--- config.mk ---
export PLATFORM = sky130hd
export DESIGN_NAME = sm83_dma_arb_flat
export DESIGN_NICKNAME = d
export VERILOG_FILES = /design/src/rtl/sm83_dma_arb_if.sv /design/src/rtl/sm83_dma_arb.sv /design/src/flat_wrapper.sv
export SDC_FILE = /design/constraint.sdc
export NUM_CORES = 1
export LEC_CHECK = 0
export CAP_MARGIN = 20
export CELL_PAD_IN_SITES_DETAIL_PLACEMENT = 0
export CELL_PAD_IN_SITES_GLOBAL_PLACEMENT = 2
export CORE_ASPECT_RATIO = 1.75
export CORE_UTILIZATION = 37
export DETAILED_ROUTE_END_ITERATION = 12
export DONT_BUFFER_PORTS = 1
export PLACE_DENSITY_LB_ADDON = 0.15
export SYNTH_ARGS = -nofsm -noshare
export SYNTH_HDL_FRONTEND = slang
export SYNTH_SLANG_ARGS = --single-unit
export TNS_END_PERCENT = 1
--- constraint.sdc ---
create_clock -name clk -period 2.3 [get_ports clk]
set_clock_uncertainty 0.05 [all_clocks]
set_input_delay 0.46 -clock clk [delete_from_list [all_inputs] [get_ports clk]]
set_output_delay 0.46 -clock clk [all_outputs]
set_load 0.02 [all_outputs]
--- src/rtl/sm83_dma_arb_if.sv ---
// -----------------------------------------------------------------------------
// sm83_dma_arb_if
// Bundles the bus signals around the SM83 OAM DMA arbiter: the CPU-side
// request/response, the shared ROM/WRAM bus, the OAM write port and the
// DMA busy flag.
//
// Signals:
//   cpu_addr/cpu_wdata/cpu_wen : CPU access request (read when cpu_wen=0)
//   cpu_rdata                  : read data returned to the CPU, same cycle
//   mem_addr/mem_wdata/mem_wen : shared ROM/WRAM bus driven by the arbiter
//   mem_rdata                  : shared-bus read data, combinational
//   oam_addr/oam_wdata/oam_wen : OAM write port
//   dma_active                 : high while a transfer is in progress
//
// Modports:
//   master : the arbiter, which owns the shared bus and the OAM port
//   slave  : the surrounding CPU / memory / OAM environment
// -----------------------------------------------------------------------------
interface sm83_dma_arb_if;
   logic [15:0] cpu_addr;
   logic [7:0]  cpu_wdata;
   logic        cpu_wen;
   logic [7:0]  cpu_rdata;
   logic [15:0] mem_addr;
   logic [7:0]  mem_wdata;
   logic        mem_wen;
   logic [7:0]  mem_rdata;
   logic [7:0]  oam_addr;
   logic [7:0]  oam_wdata;
   logic        oam_wen;
   logic        dma_active;

   modport master (
      input  cpu_addr, cpu_wdata, cpu_wen, mem_rdata,
      output cpu_rdata, mem_addr, mem_wdata, mem_wen,
      output oam_addr, oam_wdata, oam_wen, dma_active
   );

   modport slave (
      output cpu_addr, cpu_wdata, cpu_wen, mem_rdata,
      input  cpu_rdata, mem_addr, mem_wdata, mem_wen,
      input  oam_addr, oam_wdata, oam_wen, dma_active
   );
endinterface

--- src/rtl/sm83_dma_arb.sv ---
// -----------------------------------------------------------------------------
// sm83_dma_arb
// OAM DMA engine and CPU/DMA arbiter for the shared ROM/WRAM bus.
// A CPU write to DMA_REG_ADDR latches a source page and starts a transfer
// of DMA_LEN bytes from {page, 8'h00} into OAM. While a transfer runs the
// CPU is locked off the shared bus: reads return 8'hFF and writes are
// dropped. The DMA register itself stays readable at all times.
//
// Ports:
//   clk  : sole clock, rising edge
//   rst  : synchronous active-high reset
//   bus  : sm83_dma_arb_if.master (CPU, shared memory, OAM, dma_active)
// -----------------------------------------------------------------------------
module sm83_dma_arb #(
   parameter logic [15:0] DMA_REG_ADDR = 16'hFF46,
   parameter int          DMA_LEN      = 160
) (
   input  logic             clk,
   input  logic             rst,
   sm83_dma_arb_if.master   bus
);

   typedef enum logic [1:0] {
      IDLE  = 2'd0,
      START = 2'd1,
      COPY  = 2'd2,
      DRAIN = 2'd3
   } state_t;

   localparam logic [7:0] LAST_IDX = 8'(DMA_LEN - 1);

   state_t     state;
   state_t     state_next;
   logic [7:0] page_q;
   logic [7:0] idx;
   logic [7:0] data_q;
   logic [7:0] idx_q;
   logic       wr_pend;

   logic       reg_hit;
   logic       trigger;
   logic [7:0] eff_page;

   assign reg_hit = (bus.cpu_addr == DMA_REG_ADDR);
   assign trigger = reg_hit && bus.cpu_wen;

   // Pages E0..FF are the echo of C0..DF, so source from the real WRAM page.
   assign eff_page = (page_q >= 8'hE0) ? (page_q - 8'h20) : page_q;

   // State, source page and the one-stage read-to-write pipeline.
   // A trigger clears wr_pend so the read performed in the trigger cycle is
   // discarded; a write already pending (wr_pend=1 now) still completes this
   // cycle because oam_wen is driven straight from the register.
   always_ff @(posedge clk) begin
      if (rst) begin
         state   <= IDLE;
         page_q  <= 8'h00;
         idx     <= 8'h00;
         data_q  <= 8'h00;
         idx_q   <= 8'h00;
         wr_pend <= 1'b0;
      end else begin
         state <= state_next;
         if (trigger) begin
            page_q  <= bus.cpu_wdata;
            idx     <= 8'h00;
            wr_pend <= 1'b0;
         end else if (state == COPY) begin
            data_q  <= bus.mem_rdata;
            idx_q   <= idx;
            idx     <= idx + 8'd1;
            wr_pend <= 1'b1;
         end else begin
            wr_pend <= 1'b0;
         end
      end
   end

   // Next-state logic; a register write restarts from any state.
   always_comb begin
      state_next = state;
      case (state)
         IDLE:    state_next = IDLE;
         START:   state_next = COPY;
         COPY:    state_next = (idx == LAST_IDX) ? DRAIN : COPY;
         DRAIN:   state_next = IDLE;
         default: state_next = IDLE;
      endcase
      if (trigger) begin
         state_next = START;
      end
   end

   // Bus steering: the CPU owns the shared bus only in IDLE, and a write to
   // the DMA register never leaks onto it.
   always_comb begin
      bus.mem_addr  = 16'h0000;
      bus.mem_wdata = 8'h00;
      bus.mem_wen   = 1'b0;
      case (state)
         IDLE: begin
            bus.mem_addr  = bus.cpu_addr;
            bus.mem_wdata = bus.cpu_wdata;
            bus.mem_wen   = bus.cpu_wen && !reg_hit;
         end
         COPY: begin
            bus.mem_addr = {eff_page, idx};
         end
         default: begin
            bus.mem_addr = 16'h0000;
         end
      endcase
   end

   // CPU read data: register always visible, bus locked out while busy.
   always_comb begin
      bus.cpu_rdata = bus.mem_rdata;
      if (reg_hit) begin
         bus.cpu_rdata = page_q;
      end else if (state != IDLE) begin
         bus.cpu_rdata = 8'hFF;
      end
   end

   assign bus.oam_wen    = wr_pend;
   assign bus.oam_addr   = idx_q;
   assign bus.oam_wdata  = data_q;
   assign bus.dma_active = (state != IDLE);

endmodule

--- src/flat_wrapper.sv ---
// flat-port wrapper written by rule: the top's interface ports become plain ports
module sm83_dma_arb_flat 
#(
   parameter logic [15:0] DMA_REG_ADDR = 16'hFF46,
   parameter int          DMA_LEN      = 160
)
  (clk, rst, bus_cpu_addr, bus_cpu_wdata, bus_cpu_wen, bus_mem_rdata, bus_cpu_rdata, bus_mem_addr, bus_mem_wdata, bus_mem_wen, bus_oam_addr, bus_oam_wdata, bus_oam_wen, bus_dma_active);
  sm83_dma_arb_if bus_i ();
  input  logic clk;
  input  logic rst;
  input wire logic [$bits(bus_i.cpu_addr)-1:0] bus_cpu_addr;
  input wire logic [$bits(bus_i.cpu_wdata)-1:0] bus_cpu_wdata;
  input wire logic [$bits(bus_i.cpu_wen)-1:0] bus_cpu_wen;
  input wire logic [$bits(bus_i.mem_rdata)-1:0] bus_mem_rdata;
  output wire logic [$bits(bus_i.cpu_rdata)-1:0] bus_cpu_rdata;
  output wire logic [$bits(bus_i.mem_addr)-1:0] bus_mem_addr;
  output wire logic [$bits(bus_i.mem_wdata)-1:0] bus_mem_wdata;
  output wire logic [$bits(bus_i.mem_wen)-1:0] bus_mem_wen;
  output wire logic [$bits(bus_i.oam_addr)-1:0] bus_oam_addr;
  output wire logic [$bits(bus_i.oam_wdata)-1:0] bus_oam_wdata;
  output wire logic [$bits(bus_i.oam_wen)-1:0] bus_oam_wen;
  output wire logic [$bits(bus_i.dma_active)-1:0] bus_dma_active;
  assign bus_i.cpu_addr = bus_cpu_addr;
  assign bus_i.cpu_wdata = bus_cpu_wdata;
  assign bus_i.cpu_wen = bus_cpu_wen;
  assign bus_i.mem_rdata = bus_mem_rdata;
  assign bus_cpu_rdata = bus_i.cpu_rdata;
  assign bus_mem_addr = bus_i.mem_addr;
  assign bus_mem_wdata = bus_i.mem_wdata;
  assign bus_mem_wen = bus_i.mem_wen;
  assign bus_oam_addr = bus_i.oam_addr;
  assign bus_oam_wdata = bus_i.oam_wdata;
  assign bus_oam_wen = bus_i.oam_wen;
  assign bus_dma_active = bus_i.dma_active;
  sm83_dma_arb #(.DMA_REG_ADDR(DMA_REG_ADDR), .DMA_LEN(DMA_LEN)) u_core (.clk(clk), .rst(rst), .bus(bus_i));
endmodule
**After elaboration in Yosys (flattened, before gate mapping)**

Cells that the tools add are included.

- Add/subtract/negate cells: 2
- $lt $le $gt $ge: 1
- Equality and inequality tests: 5
- Multiplexer cells: 10
- Bitwise operators: 1
- Reductions and logical operators: 8

Operators by type and width:

| kind | number |
|---|---|
| two-way mux 8 bit | 4 |
| case mux 16 bit (2 select lines) | 1 |
| equality test 16 bit (second input constant) | 1 |
| adder 8 x 1 -> 8 bit (second input constant) | 1 |
| equality test 8 bit (second input constant) | 1 |
| >= comparator 8 bit (second input constant) | 1 |
| subtractor 8 x 6 -> 8 bit (second input constant) | 1 |
| case mux 2 bit (3 select lines) | 1 |
| equality test 2 bit (second input constant) | 2 |
| two-way mux 1 bit | 4 |
| OR reduction 2 bit | 2 |
| equality test 2 x 1 -> 1 bit (second input constant) | 1 |
| logical AND 1 bit | 2 |
| logical NOT 2 bit | 1 |
| AND reduction 2 bit | 1 |
| nonzero test 2 bit | 1 |
| logical NOT 1 bit | 1 |
| NOT 1 bit | 1 |

- Register bits after elaboration: 35
- Output and inout port bits: 51

**Logic depth before layout (Yosys ltp)**

Gate-level depths: netlist of run 1.

- Depth in word-level cells: 4
- Gate-level depth with buffers: 7

**Least setup slack after synthesis of run 1**

Ideal clock, no wire load.

- Path type: input-to-output
- From: in bus_cpu_addr[7]
- To: out bus_cpu_rdata[5]
- Data arrival time: 1.587 ns
- Slack: 0.203 ns
- Stages: 6
- Path buffers: 2
- Path through: and4bb_1 and4_4 buf_6 buf_6 nor3_1 a21oi_1

- Word-level cells in the longest chain between the ends: 2

Ends and longest elaborated chain:

| item | RTL line | RTL |
|---|---|---|
| start: declaration | flat_wrapper.sv:11 | `input wire logic [$bits(bus_i.cpu_addr)-1:0] bus_cpu_addr;` |
| equality test 16 bit | sm83_dma_arb.sv:44 | `assign reg_hit = (bus.cpu_addr == DMA_REG_ADDR);` |
| two-way mux 8 bit | sm83_dma_arb.sv:118 | `if (reg_hit) begin` |
| end: declaration | flat_wrapper.sv:15 | `output wire logic [$bits(bus_i.cpu_rdata)-1:0] bus_cpu_rdata;` |

No other way between the ends.

**Worst setup path in the final report of run 1**

- From: reg u_core.state[0]
- To: out bus_mem_addr[5]

- Word-level cells in the longest chain between the ends: 2
- Elaborated cells on any way between the ends: 3
- Those cells by class: 1 x eq/ne; 1 x mux; 1 x reduce/logical

Ends and longest elaborated chain:

| item | RTL line | RTL |
|---|---|---|
| start: declaration | sm83_dma_arb.sv:32 | `state_t state;` |
| start signal: assignment | sm83_dma_arb.sv:63 | `state <= state_next;` |
| equality test 2 bit or logical NOT 2 bit (tied branches) | sm83_dma_arb.sv:100 | `case (state)` |
| case mux 16 bit (2 select lines) * | sm83_dma_arb.sv:100 |  |
| end: declaration | flat_wrapper.sv:16 | `output wire logic [$bits(bus_i.mem_addr)-1:0] bus_mem_addr;` |

Mark *: on every way between the ends. The rest lies on a longest branch, timed or not.

==> results of run 1 <==
==> cells by family after synthesis <==
kind of cell,Yosys count,synth area share
simple gates,121,0.316
compound gates,66,0.207
buf+inv,44,0.0959
flops,35,0.320
xor+xnor,7,0.0280
fa+ha+maj,5,0.0286
mux,1,0.00457
==> cell usage after synthesis <==
master / number / share of area
nand2_1: 37 / 0.063
dfxtp_1: 35 / 0.32
a31oi_1: 22 / 0.063
clkbuf_1: 18 / 0.031
nor2_1: 17 / 0.029
nand4b_1: 16 / 0.064
nor3b_1: 16 / 0.055
inv_1: 14 / 0.024
a21oi_1: 11 / 0.025
o311ai_0: 11 / 0.044
nand3_1: 10 / 0.023
and2_1: 8 / 0.023
o21ai_0: 8 / 0.018
buf_2: 6 / 0.014
a22o_1: 5 / 0.020
buf_6: 5 / 0.026
ha_1: 5 / 0.029
nand4_1: 5 / 0.014
o311ai_1: 5 / 0.020
xor2_1: 4 / 0.016
a32o_1: 3 / 0.014
nor3_1: 3 / 0.0069
xnor2_1: 3 / 0.012
and4bb_1: 2 / 0.011
nor2_2: 2 / 0.0057
a21o_1: 1 / 0.0034
and3_1: 1 / 0.0029
and4_1: 1 / 0.0040
and4_4: 1 / 0.0051
and4b_1: 1 / 0.0046
buf_1: 1 / 0.0017
mux2i_1: 1 / 0.0046
nor4b_1: 1 / 0.0040
==> metrics by stage <==
stage	cell area, um2	total power (W)	setup WS, ns	util	instances
after floorplan	2190	0.000720	0.203	-	279
after CTS	2340	0.00122	0.137	0.416	348
after global routing	2350	0.00125	0.0844	0.418	348
after global placement	2240	0.000723	0.342	0.398	340
final	2350	0.00120	0.194	0.418	348
after detailed placement	2240	0.000721	0.326	0.398	340
==> cells in the final DEF (no fill, tap or decap), drive strengths merged <==
cell type / instances
and3: 1
and2: 8
a32o: 3
o21ai: 8
nor3b: 16
and4b: 1
nor2: 19
buf: 15
dfxtp: 35
and4: 2
a31oi: 22
nor4b: 1
clkbuf: 8
o311ai: 16
a21o: 1
inv: 14
nand4b: 16
mux2i: 1
nand3: 10
a21oi: 11
nand4: 5
a22o: 5
xor2: 4
and4bb: 2
xnor2: 3
ha: 5
nor3: 3
nand2: 37
==> timing repair <==
| action | CTS | global route |
|---|---|---|
| resized for setup | 0 | 1 |
| hold endpoints to repair | 0 | 0 |
| hold buffers | 0 | 0 |
| setup buffers | 0 | 0 |
| endpoints found under the setup margin | 0 | 1 |
==> sequential cells by signal, summed over array words and instances (netlist names) <==
register / cells
u_core.idx: 8
u_core.bus.oam_addr: 8
u_core.bus.oam_wdata: 8
u_core.page_q: 8
u_core.bus.oam_wen: 1
u_core.state: 2
==> routing by layer <==
metal	global-route usage	part of all wire
met1	0.275	0.45
met2	0.319	0.48
met4	0.0498	0.0096
met3	0.0424	0.052
met5	0	0
==> worst paths after layout <==
check	from	end	depth (start not counted)
min reg2reg	u_core.page_q[1]$_SDFFE_PP0P_	u_core.page_q[1]$_SDFFE_PP0P_	2
max reg2reg	u_core.state[0]$_SDFF_PP0_	u_core.bus.oam_wdata[0]$_SDFFE_PP0P_	6
min	rst	u_core.page_q[1]$_SDFFE_PP0P_	1
max	u_core.state[0]$_SDFF_PP0_	bus_mem_addr[5]	5
==> power groups by stage <==
| stage | clock (W) | combinational (W) | sequential (W) |
|---|---|---|---|
| after floorplan | 0 | 0.000100 | 0.000620 |
| after global placement | 0 | 0.000103 | 0.000620 |
| after detailed placement | 0 | 0.000102 | 0.000620 |
| after CTS | 0.000513 | 0.000102 | 0.000605 |
| after global routing | 0.000538 | 0.000107 | 0.000605 |
| final | 0.000494 | 0.000101 | 0.000606 |
==> final cells by class <==
cell class	instances	area share
clock buffer	8	0.0425
sequential	35	0.298
multi-input combinational	200	0.549
timing repair buffer	15	0.0478
tap	76	0.0404
inverter	14	0.0223
==> results_dict.tcl, run 1 <==
set metrics [dict create \
    status "complete, no violations" \
    grt_use_total 0.203 \
    multi_input_area_um2 1290 \
    nFillCells 619 \
    antenna_cells 0 \
    crit_fanout 28 \
    cp_top_family "buffers and inverters" \
    whs_ns 0.190 \
    firstDrtPassIters 5 \
    slowest_delay_ns 0.31 \
    min_period_over_period 0.916 \
    drc_errors 0 \
    max_cap_violations 0 \
    drtIter0Drc 123 \
    cts_root_buf "clkbuf_8" \
    fin_nets 311 \
    comb_power_share 0.084 \
    numCtsBuffers 5 \
    power_frac_seq 0.504 \
    grt_max_degree 60 \
    design.core.area_um2 5630 \
    clk_pin_slew_worst_paths_ns 0.07 \
    p_per_area_nw_per_um2 510 \
    drt-wirelength-per-cell_um 18.2 \
    port_buffers 0 \
    period_needed_ns 2.11 \
    die_h_um 104 \
    irDropWorstVdd_mv 0.272 \
    worstMarginPinSlew_ns 0.465 \
    worst-path-buf-inv 2 \
    ys_seq_elements 35 \
    ys_types 33 \
    fmax_ghz 0.475 \
    fp.dieW_um 60.2 \
    critPathMostFrequentCell "nand2_1" \
    intPower_w 0.000912 \
    hold_viol 0 \
    avgSynthCellArea_um2 7.85 \
    yosysWarningCount 0 \
    cts.sinks 35 \
    clkPwrFrac 0.412 \
    drive_gt1_frac 0.0956 \
    antenna_found_initial 0 \
    finalSetupTns_ns 0 \
    syn2layout_area_growth_pct 7.42 \
    top_level_ports 86 \
    dieArea_um2 6250 \
    cp_slowest_cell "dfxtp_1" \
    end_kind "primary output" \
    cp_cell_sequence "inv_1, ha_1, buf_4, nand2_1, nand2_1" \
    hpwlAfterDp_um 4400 \
    grt_pass1_wl_um 9710 \
    start_util 0.389 \
    slew_viol_final 0 \
    p_switching_w 0.000289 \
    synth.cell_area_um2 2190 \
    register_area_um2 701 \
    required_ns 1.79 \
    viasPerCell 5.93 \
    postSynthCellCount 279 \
    cts_tree "done" \
    arrival_ns 1.60 \
    rrSetupSlack_ns 0.66 \
    leakage_nw 0.835 \
    switching_share 0.241 \
    cts_buffer_depth 2 \
    globalplace.congestion 0.778 \
    vias 2065 \
    max_slew_margin 0.691 \
    seq_area_frac_synth 0.320 \
    rsz0062_at_grt "no" \
    placementRows 36 \
    worst-setup-path-type "register to primary output" \
    wirelength_um 6330 \
    hp-class "primary input to register" \
    clkLatencyLatePin_ns 0.28 \
    htree_levels 2 \
    grt_pass1_vias 1891 \
    start_kind "register" \
    syn_nets 319 \
    setup_viol 0 \
    drtAntennaViolNets 0 \
    grt_overflow 0 \
]
Note: power is estimated with default switching activity, not from simulation.
==> inputs of run 2 (changes only) <==
--- a/config.mk
+++ b/config.mk
@@ -9,6 +9,7 @@
 export CELL_PAD_IN_SITES_DETAIL_PLACEMENT = 0
 export CELL_PAD_IN_SITES_GLOBAL_PLACEMENT = 2
 export CORE_ASPECT_RATIO = 1.75
+export CORE_MARGIN = 2
 export CORE_UTILIZATION = 37
 export DETAILED_ROUTE_END_ITERATION = 12
 export DONT_BUFFER_PORTS = 1
==> run 2 against run 1 <==
- final cell count rose by 0.57%
- hold slack improved by 0.011 ns
- count of clock-buffer cells in the layout shrank 2
- worst setup slack better by 0.019 ns
- cell area grew 1.6%
- flip-flop and latch count unchanged
- via count decreased by 1.5%
- fmax rose by 0.90%
- sequential power about the same
==> results_dict.tcl, run 2 (same netlist as run 1, synthesis figures left out) <==
set metrics [dict create \
    htree_levels 2 \
    hold_depth 1 \
    drtAntennaViolNets 0 \
    grt_pass1_vias 2002 \
    totalPowerFinal_w 0.00137 \
    fp.dieW_um 62.2 \
    clk_pin_slew_worst_paths_ns 0.08 \
    grt_max_degree 60 \
    viasPerCell 5.81 \
    design.core.area_um2 5790 \
    finalSetupTns_ns 0 \
    hpwlAfterDp_um 4520 \
    post-place-ws_ns 0.324 \
    cts_root_buf "clkbuf_8" \
    hold_viol 0 \
    grt_use_total 0.199 \
    slew_viol_final 0 \
    timing.rr.end "u_core.bus.oam_wdata[0]$_SDFFE_PP0P_" \
    grt_overflow 0 \
    placementRows 37 \
    nFillCells 606 \
    p_per_area_nw_per_um2 574 \
    firstDrtPassIters 4 \
    rsz0062_at_grt "no" \
    status "complete, no violations" \
    min_period_over_period 0.908 \
    drc_errors 0 \
    post_cts_buffers 0 \
    place_inst 342 \
    hp-class "primary input to register" \
    max_slew_margin 0.687 \
    hold_end "u_core.page_q[4]$_SDFFE_PP0P_" \
    antenna_cells 0 \
    multi_input_area_um2 1290 \
    drive_gt1_frac 0.0956 \
    cts_buffer_depth 2 \
    irDropWorstVdd_mv 0.252 \
    leakage_nw 0.849 \
    layout_commonest_cell "nand2_1" \
    layout_common_cells "37 x nand2_1, 35 x dfxtp_1, 22 x a31oi_1" \
    fin_area_um2 2390 \
    top_level_ports 86 \
    fin_nets 311 \
    r2r_cells 6 \
    rrSetupSlack_ns 0.68 \
    wirelength_um 6360 \
    ctsHoldBuffers 0 \
    min-delay-start "rst" \
    crit_fanout 5 \
    r2r_start "u_core.state[0]$_SDFF_PP0_" \
    worst-setup-path-type "register to primary output" \
    port_buffers 0 \
    period_needed_ns 2.09 \
    start_util 0.379 \
    drt-wirelength-per-cell_um 18.2 \
    final_cell_count_no_fill 350 \
    max_cap_violations 0 \
    dieArea_um2 6580 \
    syn2layout_area_growth_pct 9.19 \
    setup_viol 0 \
    fmax_ghz 0.479 \
    clkLatencyLatePin_ns 0.29 \
    place_area_um2 2250 \
    fin_ws_ns 0.212 \
    drtIter0Drc 142 \
    vias 2035 \
    register_area_um2 701 \
    required_ns 1.79 \
    globalplace.congestion 0.793 \
    worstMarginPinSlew_ns 0.468 \
    grt_pass1_wl_um 10500 \
    arrival_ns 1.58 \
    start_kind "register" \
    end_kind "primary output" \
    numCtsBuffers 5 \
    cts_tree "done" \
    cts.sinks 35 \
    antenna_found_initial 0 \
    die_h_um 106 \
]
==> run 2: through the flow <==
| stage | hold slack [ns] | util |
|---|---|---|
| detailed placement | 0.439 | 0.389 |
| global route | 0.172 | 0.413 |
| floorplan | 0.417 | - |
| CTS | 0.175 | 0.412 |
| global placement | 0.436 | 0.387 |
| finish | 0.202 | 0.413 |
==> run 2: what timing repair did <==
item,CTS,global route
endpoints found under the setup margin,0,7
gates resized for setup,0,1
hold endpoints to repair,0,0
==> run 2: routing by layer <==
layer / vias to the layer above / share of wire / global-route usage
met5: - / 0 / 0
li1: 1006 / - / -
met4: 0 / 0.011 / 0.0571
met1: 939 / 0.43 / 0.245
met2: 85 / 0.50 / 0.342
met3: 5 / 0.066 / 0.0502
==> run 2: worst max-delay path, cell delays in order (launching register included) <==
cell and delay (ns):
dfxtp_1 0.43, inv_1 0.11, ha_1 0.28, nand3_1 0.11, a32o_1 0.36
==> run 2: worst max-delay path by stage <==
stage	start	end	slack, ns
floorplan	bus_cpu_addr[7]	bus_cpu_rdata[5]	0.20
global placement	bus_cpu_addr[5]	bus_cpu_rdata[5]	0.34
detailed placement	bus_cpu_addr[5]	bus_cpu_rdata[5]	0.32
CTS	u_core.state[0]$_SDFF_PP0_	bus_mem_addr[7]	0.05
global route	u_core.state[1]$_SDFF_PP0_	bus_cpu_rdata[5]	0.12
finish	u_core.page_q[6]$_SDFFE_PP0P_	bus_mem_addr[14]	0.21
==> run 2: final cells by class <==
cell class / instances / share of cell area
clock buffer: 6 / 0.0303
multi-input combinational: 200 / 0.540
tap: 78 / 0.0408
clock inverter: 2 / 0.0251
timing repair buffer: 15 / 0.0486
sequential: 35 / 0.293
inverter: 14 / 0.0220
==> run 2: where the power goes <==
| group | total [W] | internal, W | switching (W) |
|---|---|---|---|
| sequential | 0.000605 | 0.000605 | 0.00000000401 |
| combinational | 0.000101 | 0.0000332 | 0.0000680 |
| clock | 0.000666 | 0.000434 | 0.000232 |
| total | 0.00137 | 0.00107 | 0.000300 |
==> inputs of run 3 (changes only) <==
--- a/config.mk
+++ b/config.mk
@@ -10,7 +10,7 @@
 export CELL_PAD_IN_SITES_GLOBAL_PLACEMENT = 2
 export CORE_ASPECT_RATIO = 1.75
 export CORE_MARGIN = 2
-export CORE_UTILIZATION = 37
+export CORE_UTILIZATION = 31
 export DETAILED_ROUTE_END_ITERATION = 12
 export DONT_BUFFER_PORTS = 1
 export PLACE_DENSITY_LB_ADDON = 0.15
==> constraint.sdc (replaced) <==
create_clock -name clk -period 1.85 [get_ports clk]
set_clock_uncertainty 0.05 [all_clocks]
set_input_delay 0.37 -clock clk [delete_from_list [all_inputs] [get_ports clk]]
set_output_delay 0.37 -clock clk [all_outputs]
set_load 0.02 [all_outputs]
==> run 3 against run 2 <==
- core utilization fell by 3.1 points
- worst setup slack lost 0.17 ns
- register-to-register slack got worse by 0.35 ns
- clock power up 67%
- routed wire length is 12% higher
- cell area grew 9.6%
- sequential share of layout area down 2.5 points
==> results_dict.tcl, run 3 (same netlist as run 1, synthesis figures left out) <==
set metrics [dict create \
    max_slew_margin 0.638 \
    rsz0062_at_grt "yes" \
    dieArea_um2 7780 \
    layout_commonest_cell "dfxtp_1" \
    hold_viol 0 \
    comb_power_share 0.069 \
    cts_tree "done" \
    worstMarginPinSlew_ns 0.540 \
    drive_gt1_frac 0.176 \
    cp.depth 4 \
    cts_root_buf "clkbuf_16" \
    hpwlAfterDp_um 4840 \
    hold_depth 1 \
    cts_buffer_depth 2 \
    ctsHoldBuffers 0 \
    max_cap_violations 0 \
    wirelength_um 7130 \
    hp-class "primary input to register" \
    r2r_cells 7 \
    timing.rr.end "u_core.idx[6]$_SDFFE_PP0P_" \
    drtAntennaViolNets 0 \
    setup_viol 0 \
    slowest_delay_ns 0.35 \
    crit_fanout 9 \
    viasPerCell 5.73 \
    clkPwrFrac 0.555 \
    top_level_ports 86 \
    design.core.area_um2 6860 \
    arrival_ns 1.39 \
    intPower_w 0.00158 \
    rrSetupSlack_ns 0.33 \
    layout_common_cells "34 x dfxtp_1, 28 x nand2_1, 21 x a31oi_1" \
    fp.dieW_um 67.6 \
    irDropWorstVdd_mv 0.504 \
    grt_pass1_wl_um 10900 \
    grt_overflow 0 \
    clk_pin_slew_worst_paths_ns 0.06 \
    grt_use_total 0.191 \
    end_kind "primary output" \
    grt_max_degree 60 \
    p_switching_w 0.000430 \
    drt-wirelength-per-cell_um 19.7 \
    leakage_nw 0.945 \
    drtIter0Drc 94 \
    htree_levels 2 \
    min-delay-start "rst" \
    period_needed_ns 1.81 \
    placementRows 40 \
    switching_share 0.214 \
    required_ns 1.43 \
    drc_errors 0 \
    p_per_area_nw_per_um2 765 \
    syn2layout_area_growth_pct 19.6 \
    totalPowerFinal_w 0.00201 \
    r2r_start "u_core.state[0]$_SDFF_PP0_" \
    hold_end "u_core.page_q[0]$_SDFFE_PP0P_" \
    worst-path-buf-inv 2 \
    vias 2076 \
    clkLatencyLatePin_ns 0.29 \
    globalplace.congestion 0.793 \
    fmax_ghz 0.553 \
    cp_top_family "flip-flops" \
    cp_slowest_cell "dfxtp_1" \
    power_frac_seq 0.376 \
    firstDrtPassIters 4 \
    start_util 0.320 \
    cp_cell_sequence "inv_2, ha_4, buf_4, a22o_1" \
    die_h_um 115 \
    slew_viol_final 0 \
    finalSetupTns_ns 0 \
    min_period_over_period 0.978 \
    antenna_found_initial 0 \
    grt_pass1_vias 1919 \
    antenna_cells 0 \
    status "complete, no violations" \
    worst-setup-path-type "register to primary output" \
    fin_nets 317 \
    port_buffers 0 \
    cts.sinks 35 \
    numCtsBuffers 5 \
    start_kind "register" \
]
-- run 3: power by group through the flow --
| stage | Clock, W | Combinational [W] | Sequential [W] |
|---|---|---|---|
| finish | 0.00111 | 0.000139 | 0.000754 |
| global route | 0.00117 | 0.000145 | 0.000753 |
| CTS | 0.00114 | 0.000138 | 0.000754 |
| detailed placement | 0 | 0.000135 | 0.000770 |
| global placement | 0 | 0.000138 | 0.000770 |
| floorplan | 0 | 0.000125 | 0.000770 |
-- run 3: metrics by stage --
step                cell area [um2]  setup WS, ns  cells  utilization  hold slack, ns
floorplan                      2190       -0.0666    279            -           0.417
global placement               2340         0.122    353        0.341           0.396
detailed placement             2340         0.103    353        0.341           0.398
CTS                            2590       -0.0169    362        0.378          0.0946
global route                   2620     -0.000419    362        0.382          0.0986
finish                         2620        0.0405    362        0.382           0.115
-- run 3: worst max path at each step --
| stage | endpoint | slack, ns | startpoint |
|---|---|---|---|
| final | bus_mem_addr[11] | 0.04 | u_core.state[0]$_SDFF_PP0_ |
| after global routing | bus_cpu_rdata[6] | -0.0004 | u_core.state[0]$_SDFF_PP0_ |
| after CTS | bus_cpu_rdata[5] | -0.02 | u_core.state[0]$_SDFF_PP0_ |
| after detailed placement | bus_cpu_rdata[0] | 0.10 | bus_cpu_addr[7] |
| after global placement | bus_cpu_rdata[7] | 0.12 | bus_cpu_addr[7] |
| after floorplan | bus_cpu_rdata[5] | -0.07 | bus_cpu_addr[7] |
-- run 3: area by class of cell --
cell class / instances / area (um2)
fill: 723 / 4240
clock inverter: 3 / 67.6
timing repair buffer: 21 / 233
tap: 84 / 105
clock buffer: 5 / 125
sequential: 35 / 702
multi-input combinational: 200 / 1340
inverter: 14 / 52.6
-- run 3: timing repair --
| action | 4_1_cts | 5_1_grt |
|---|---|---|
| setup buffers | 0 | 0 |
| pin swaps | 1 | 1 |
| resized for setup | 9 | 9 |
| setup endpoints to repair | 14 | 33 |
| cloned | 1 | 0 |
-- run 3: per-layer routing --
layer / global-route usage / wire [um] / up-vias
met1: 0.238 / 2990 / 962
li1: - / - / 1020
met4: 0.0694 / 99 / 0
met5: 0 / 0 / -
met3: 0.0519 / 491 / 8
met2: 0.311 / 3550 / 86
